--- src/rtl/mem_arbiter_ctrl.sv ---
// Memory arbiter: serves data and instruction requests from one single-port RAM.
// Data has fixed priority over fetch; every access is followed by one idle cycle.
module mem_arbiter_ctrl #(
    parameter int LAT = 2,
    parameter int AW  = 32
) (
    input  logic          CLK,
    input  logic          nRST,
    input  logic          iREN,
    input  logic [AW-1:0] iaddr,
    output logic          iwait,
    output logic [31:0]   iload,
    input  logic          dREN,
    input  logic          dWEN,
    input  logic [AW-1:0] daddr,
    input  logic [31:0]   dstore,
    output logic          dwait,
    output logic [31:0]   dload,
    output logic          ramREN,
    output logic          ramWEN,
    output logic [AW-1:0] ramaddr,
    output logic [31:0]   ramstore,
    input  logic [31:0]   ramload
);

    localparam int CW = $clog2(LAT + 1);

    typedef enum logic [1:0] {
        IDLE,
        DACC,
        IACC
    } state_t;

    state_t        state;
    logic [CW-1:0] cnt;
    logic [AW-1:0] lat_addr;
    logic [31:0]   lat_data;
    logic          lat_wr;

    logic d_req;
    logic d_own;
    logic i_own;
    logic done;
    logic d_match;
    logic i_match;
    logic d_fin;
    logic i_fin;
    logic active;

    assign d_req = dREN | dWEN;
    assign d_own = (state == DACC);
    assign i_own = (state == IACC);
    assign done  = (cnt == '0);

    // A store also requires the write data to be unchanged.
    assign d_match = d_req && (daddr == lat_addr) && (dWEN == lat_wr)
                     && (!dWEN || (dstore == lat_data));
    assign i_match = iREN && (iaddr == lat_addr);

    assign d_fin = d_own && done && d_match;
    assign i_fin = i_own && done && i_match;

    assign dwait = d_req & ~d_fin;
    assign iwait = iREN & ~i_fin;
    assign dload = d_fin ? ramload : 32'h0;
    assign iload = i_fin ? ramload : 32'h0;

    assign active   = (d_own && d_req) || (i_own && iREN);
    assign ramREN   = active & ~lat_wr;
    assign ramWEN   = active & lat_wr;
    assign ramaddr  = {lat_addr[AW-1:2], 2'b00};
    assign ramstore = lat_data;

    always_ff @(posedge CLK or negedge nRST) begin
        if (!nRST) begin
            state    <= IDLE;
            cnt      <= '0;
            lat_addr <= '0;
            lat_data <= '0;
            lat_wr   <= 1'b0;
        end else begin
            unique case (state)
                IDLE: begin
                    if (d_req) begin
                        state    <= DACC;
                        lat_addr <= daddr;
                        lat_data <= dstore;
                        lat_wr   <= dWEN;
                        cnt      <= CW'(LAT - 1);
                    end else if (iREN) begin
                        state    <= IACC;
                        lat_addr <= iaddr;
                        lat_wr   <= 1'b0;
                        cnt      <= CW'(LAT - 1);
                    end
                end
                DACC: begin
                    if (!d_req) begin
                        state <= IDLE;
                    end else if (!d_match) begin
                        lat_addr <= daddr;
                        lat_data <= dstore;
                        lat_wr   <= dWEN;
                        cnt      <= CW'(LAT - 1);
                    end else if (done) begin
                        state <= IDLE;
                    end else begin
                        cnt <= cnt - 1'b1;
                    end
                end
                IACC: begin
                    if (!iREN) begin
                        state <= IDLE;
                    end else if (!i_match) begin
                        lat_addr <= iaddr;
                        cnt      <= CW'(LAT - 1);
                    end else if (done) begin
                        state <= IDLE;
                    end else begin
                        cnt <= cnt - 1'b1;
                    end
                end
                default: state <= IDLE;
            endcase
        end
    end

endmodule
--- config.mk ---
export PLATFORM = sky130hd
export DESIGN_NAME = mem_arbiter_ctrl
export DESIGN_NICKNAME = d
export VERILOG_FILES = /design/src/rtl/mem_arbiter_ctrl.sv
export SDC_FILE = /design/constraint.sdc
export NUM_CORES = 1
export LEC_CHECK = 0
export ABC_AREA = 1
export CORE_MARGIN = 2
export CORE_UTILIZATION = 48
export DETAILED_ROUTE_END_ITERATION = 12
export PLACE_DENSITY = 0.88
export SYNTH_ARGS = -nofsm -noshare
export SYNTH_HDL_FRONTEND = slang
export SYNTH_SLANG_ARGS = --single-unit
export TNS_END_PERCENT = 30
--- constraint.sdc ---
create_clock -name CLK -period 5.6 [get_ports CLK]
set_input_delay 1.12 -clock CLK [delete_from_list [all_inputs] [get_ports CLK]]
set_output_delay 1.12 -clock CLK [all_outputs]
set_load 0.02 [all_outputs]
==> run_results.csv, run 1 <==
group,metric,value,unit
die,io_pins,265,
detailed_routing,viasPerCell,5.33,
pwr,ir_worst_vdd,0.258,mV
clock_tree,hold_buffers,0,
clock_tree,cts_root_buf,"clkbuf_16",
yosys,yosysSeqAreaShare,26.9,%
critical_path,reg2reg_depth,11,
detailed_routing,dr.pass1.iters,5,
timing,max_freq,0.206,GHz
die,coreArea,13100,um2
final_layout,layout_commonest_cell,"nand2_1",
final_layout,drive_above_1_share,3.95,%
timing,setup_viol,0,
hold_path,whs_path_depth,2,
detailed_routing,routed-wl-met3,2360,um
placed_design,dp_cells,1451,
critical_path,critPathRequiredTime,4.48,ns
die,num_rows,42,
clock_tree,cts_buffer_depth,2,
yosys,async_flop_share,100,%
timing,worst_pin_slew,0.939,ns
timing,setup_tns,0,ns
yosys,ys_ff_latch,69,
timing,skew,0.0105,ns
die,dieWidth,120,um
timing,hold_viol_final,0,
final_layout,fin_cells,1467,
placed_design,port_buffers,262,
final_layout,num_antenna_cells,0,
critical_path,worstSetupEndpointType,"primary output",
detailed_routing,post_drt_wl_per_cell,15.3,um
pwr,leakage,4.60,nW
clock_tree,htree_levels,3,
clock_tree,post_cts_buffers,0,
clock_tree,cts_num_sinks,69,
pwr,fin_total_pwr,4.25,mW
detailed_routing,met2_wirelength,10100,um
run,drv_cap,0,
timing,fin_crit_sh,86.9,%
final_layout,final_cell_mix,"nand2_1, clkdlybuf4s50_1, inv_1, nor2_1, dfrtp_1",
final_layout,fin_util,69.8,%
die,start_util,48.8,%
clock_tree,insertion_delay,0.35,ns
final_layout,final_area,9170,um2
yosys,yosysTopAreaCell,"dfrtp_1",
hold_path,whs_endpoint,"ramstore[5]",
yosys,synth_edf_count,0,
yosys,yosys.area.top_type_share,26.9,%
detailed_routing,routed_wl,22400,um
critical_path,cp-start-kind,"input port",
detailed_routing,m1WireLength,9040,um
final_layout,area_growth,42.9,%
detailed_routing,first_iter_violations,923,
outcome,outcome,"completed",
critical_path,rr_endpoint,"lat_addr[25]",
hold_path,worstHoldPathType,"register to register",
final_layout,fin_nets,1423,
grt,grt_pass1_vias,7365,
hold_path,min_from,"ramstore[5]",
placed_design,gp_congestion,0.950,
critical_path,crit_type,"input port to primary output",
placed_design,placed_cell_area,8860,um2
yosys,postSynthCellCount,1082,
yosys,syn_area,6420,um2
detailed_routing,drc,0,
timing,rsz0062_at_grt,"no",
yosys,yosys-top-cells-area,"dfrtp_1, nand2_1, inv_1, nor2_1, nand4_1",
detailed_routing,ant_nets,0,
clock_tree,path_clk_slew,0.05,ns
critical_path,r2r_slack,2.62,ns
timing,fin_crit,4.87,ns
clock_tree,cts_resized,0,
detailed_routing,topRoutingLayerUsed,"met4",
clock_tree,cts_tree,"done",
clock_tree,numCtsBuffers,9,
grt,antenna_found_initial,0,
die,dieArea,14300,um2
timing,slew_viol_final,0,
critical_path,cp_max_fo,33,
yosys,yosys_warnings,0,
timing,max_slew_margin,37.4,%
critical_path,r2r-start,"state[0]",
critical_path,crit_arrival,3.75,ns
pwr,power_density,464,nW/um2
grt,grtUsageTotal,31.4,%
yosys,syn_area_per_cell,5.93,um2
grt,overflow,0,
detailed_routing,vias,7825,
die,die_h,120,um
grt,grt_max_degree,70,
yosys,synth_cell_types,38,
placed_design,dpl.hpwl,16500,um
grt,grt_pass1_wl,36300,um
yosys,yosys_most_used_dff,"dfrtp_1",
[worst max-delay path, stage by stage]
cell	delay [ns]
clkdlybuf4s50_1	0.53
xnor2_1	0.14
nand2_1	0.09
nor3_1	0.31
nand3_1	0.18
nor2_2	0.25
nand4_1	0.12
buf_4	0.25
nor2_1	0.14
clkdlybuf4s50_1	0.62
[stage by stage]
| stage | setup slack, ns | hold WS (ns) |
|---|---|---|
| 5_1_grt | 0.596 | 0.514 |
| 3_5_place_dp | 0.788 | 0.486 |
| 3_3_place_gp | 0.838 | 0.479 |
| 2_1_floorplan | 1.99 | 0.483 |
| 6_report | 0.734 | 0.500 |
| 4_1_cts | 0.783 | 0.499 |
[kinds of logic after synthesis]
family	after synthesis	synth area share (%)
adders and majority gates	4	0.780
and+or+nand+nor	621	39.9
xor gates and xnor gates	39	5.32
DFF	69	26.9
buffers and inverters	231	16.2
AOI/OAI and AO/OA	117	10.8
other	1	0.0584
[cells in the mapped netlist (all sizes together), types with 3 or more instances]
library cell and number:
xnor2 9, nand2 385, o21ai 46, a22oi 21
nor2 128, nand3 51, a21oi 33, buf 49
or2 3, a32oi 5, nor3 6, dfrtp 69
ha 4, clkbuf 31, inv 150, nand4 46
xor2 30, o22ai 8
[flip-flops by register name, summed over array words and instances (netlist names)]
name	flops
cnt	2
lat_addr	32
lat_wr	1
ramstore	32
state	2
[per-layer routing]
metal | vias up | track usage (%)
met4 | 0 | 15.8
met5 | - | 0
met1 | 3522 | 41.7
li1 | 3750 | -
met3 | 78 | 5.51
met2 | 475 | 49.3
[worst max-delay path by stage]
stage | startpoint | to | slack, ns | cells past startpoint
after global routing | iaddr[22] | iload[0] | 0.60 | 13
after CTS | daddr[12] | dload[10] | 0.78 | 10
after global placement | daddr[12] | dload[0] | 0.84 | 10
after floorplan | dWEN | dload[11] | 1.99 | 11
final | daddr[12] | dload[10] | 0.73 | 10
after detailed placement | daddr[12] | dload[5] | 0.79 | 10
[report_power, final]
| group | leakage, nW | internal (mW) | switching (mW) |
|---|---|---|---|
| Combinational | 3.62 | 1.07 | 1.51 |
| Clock | 0.145 | 0.360 | 0.246 |
| Sequential | 0.837 | 0.752 | 0.309 |
| Total | 4.60 | 2.19 | 2.06 |
[area by class of cell]
| class | count | area, um2 |
|---|---|---|
| Fill cell | 1126 | 3970 |
| Multi-Input combinational cell | 783 | 3650 |
| Timing Repair Buffer | 272 | 2690 |
| Sequential cell | 69 | 1730 |
| Inverter | 151 | 567 |
| Clock buffer | 10 | 239 |
| Tap cell | 176 | 220 |
| Clock inverter | 6 | 71.3 |
No activity file was read; power rests on OpenSTA's default activity.
==> run 2: changes to the inputs <==
--- a/config.mk
+++ b/config.mk
@@ -7,9 +7,10 @@
 export LEC_CHECK = 0
 export ABC_AREA = 1
 export CORE_MARGIN = 2
-export CORE_UTILIZATION = 48
+export CORE_UTILIZATION = 49
+export CTS_BUF_LIST = sky130_fd_sc_hd__clkbuf_8
 export DETAILED_ROUTE_END_ITERATION = 12
-export PLACE_DENSITY = 0.88
+export PLACE_DENSITY = 0.87
 export SYNTH_ARGS = -nofsm -noshare
 export SYNTH_HDL_FRONTEND = slang
 export SYNTH_SLANG_ARGS = --single-unit
==> run_results.csv, run 2 (synthesis results as in run 1) <==
group,metric,value,unit
clock_tree,cts_resized,0,
final_layout,num_antenna_cells,0,
die,die_h,118,um
grt,antenna_found_initial,0,
clock_tree,cts_num_sinks,69,
clock_tree,htree_levels,3,
detailed_routing,post_drt_wl_per_cell,15.9,um
critical_path,r2r-start,"state[1]",
placed_design,port_buffers,262,
final_layout,final_area,9080,um2
clock_tree,hold_buffers,0,
die,io_pins,265,
clock_tree,post_cts_buffers,0,
clock_tree,cts_tree,"done",
clock_tree,path_clk_slew,0.07,ns
grt,grt_max_degree,54,
placed_design,placed_cell_area,8840,um2
hold_path,worstHoldPathType,"register to register",
die,dieWidth,118,um
die,start_util,50.4,%
detailed_routing,dr.pass1.iters,6,
die,coreArea,12700,um2
run,drv_cap,0,
final_layout,fin_nets,1422,
detailed_routing,first_iter_violations,886,
placed_design,dpl.hpwl,17300,um
clock_tree,numCtsBuffers,9,
critical_path,worstSetupEndpointType,"primary output",
final_layout,seq_area,1730,um2
timing,fin_crit_sh,86.7,%
timing,rsz0062_at_grt,"no",
timing,skew,0.00739,ns
timing,max_slew_margin,39.4,%
final_layout,fillers,1078,
placed_design,gp_congestion,0.979,
detailed_routing,viasPerCell,5.30,
pwr,leakage,4.57,nW
critical_path,r2r_slack,2.26,ns
die,dieArea,14000,um2
critical_path,rr_endpoint,"lat_addr[21]",
final_layout,area_growth,41.5,%
detailed_routing,routed_wl,23200,um
final_layout,drive_above_1_share,3.80,%
clock_tree,insertion_delay,0.37,ns
critical_path,reg2reg_depth,7,
critical_path,critPathRequiredTime,4.48,ns
grt,grt_pass1_vias,7250,
final_layout,fin_util,71.4,%
timing,hold_viol_final,0,
clock_tree,cts_root_buf,"clkbuf_8",
critical_path,critPathCapture,"dload[19]",
critical_path,crit_start,"daddr[12]",
outcome,outcome,"completed",
pwr,ir_worst_vdd,0.354,mV
timing,setup_viol,0,
clock_tree,cts_buffer_depth,2,
timing,slew_viol_final,0,
critical_path,crit_arrival,3.74,ns
final_layout,layout_commonest_cell,"nand2_1",
grt,overflow,0,
critical_path,cp-start-kind,"input port",
timing,setup_tns,0,ns
die,num_rows,41,
pwr,power_density,459,nW/um2
detailed_routing,drc,0,
timing,worst_pin_slew,0.909,ns
detailed_routing,ant_nets,0,
critical_path,cp_max_fo,33,
final_layout,multi_input_area,3650,um2
critical_path,crit_type,"input port to primary output",
timing,fin_crit,4.86,ns
final_layout,final_cell_mix,"nand2_1, clkdlybuf4s50_1, inv_1, nor2_1, dfrtp_1",
grt,grtUsageTotal,32.6,%
timing,max_freq,0.206,GHz
grt,grt_pass1_wl,37200,um
detailed_routing,vias,7746,
run 2: worst max-delay path: stages:
cell and delay [ns]:
clkdlybuf4s50_1 0.52, xnor2_1 0.13, nand2_1 0.10, nor3_1 0.28
nand3_1 0.15, nor2_2 0.22, nand4_1 0.11, buf_4 0.25
nor2_1 0.19, clkdlybuf4s50_1 0.66
run 2: power by group:
part           switching (mW)  internal, mW  total (mW)
Clock                   0.211         0.294       0.506
Combinational            1.52          1.08        2.60
Sequential              0.313         0.751        1.06
run 2: final cells by class:
type                       count  share of cell area [%]
multi-input combinational    783                    40.2
sequential                    69                    19.0
timing repair buffer         271                    29.6
clock inverter                 6                    1.23
inverter                     151                    6.24
tap                          172                    2.37
clock buffer                   9                    1.36
run 2: worst min-delay path by stage:
| stage | start | to | slack (ns) | depth (start not counted) |
|---|---|---|---|---|
| final | ramstore[1] | ramstore[1] | 0.50 | 2 |
| after global routing | ramstore[21] | ramstore[21] | 0.54 | 2 |
| after CTS | ramstore[1] | ramstore[1] | 0.50 | 2 |
| after detailed placement | ramstore[1] | ramstore[1] | 0.48 | 2 |
| after global placement | ramstore[7] | ramstore[7] | 0.48 | 2 |
| after floorplan | lat_wr | lat_wr | 0.48 | 2 |
run 2: metrics by stage:
stage               total power, mW  worst slack [ns]  std cells  hold slack [ns]
floorplan                      2.80              1.99       1083            0.483
global placement               3.56             0.855       1446            0.479
detailed placement             3.62             0.788       1446            0.483
finish                         4.17             0.745       1461            0.501
CTS                            4.14             0.788       1461            0.502
global route                   4.48             0.593       1461            0.544
run 2: routing by layer:
layer,part of all wire (%),track usage [%]
met1,40,42.7
met5,0,0
met3,10,6.13
met2,48,54.5
met4,2.1,9.60
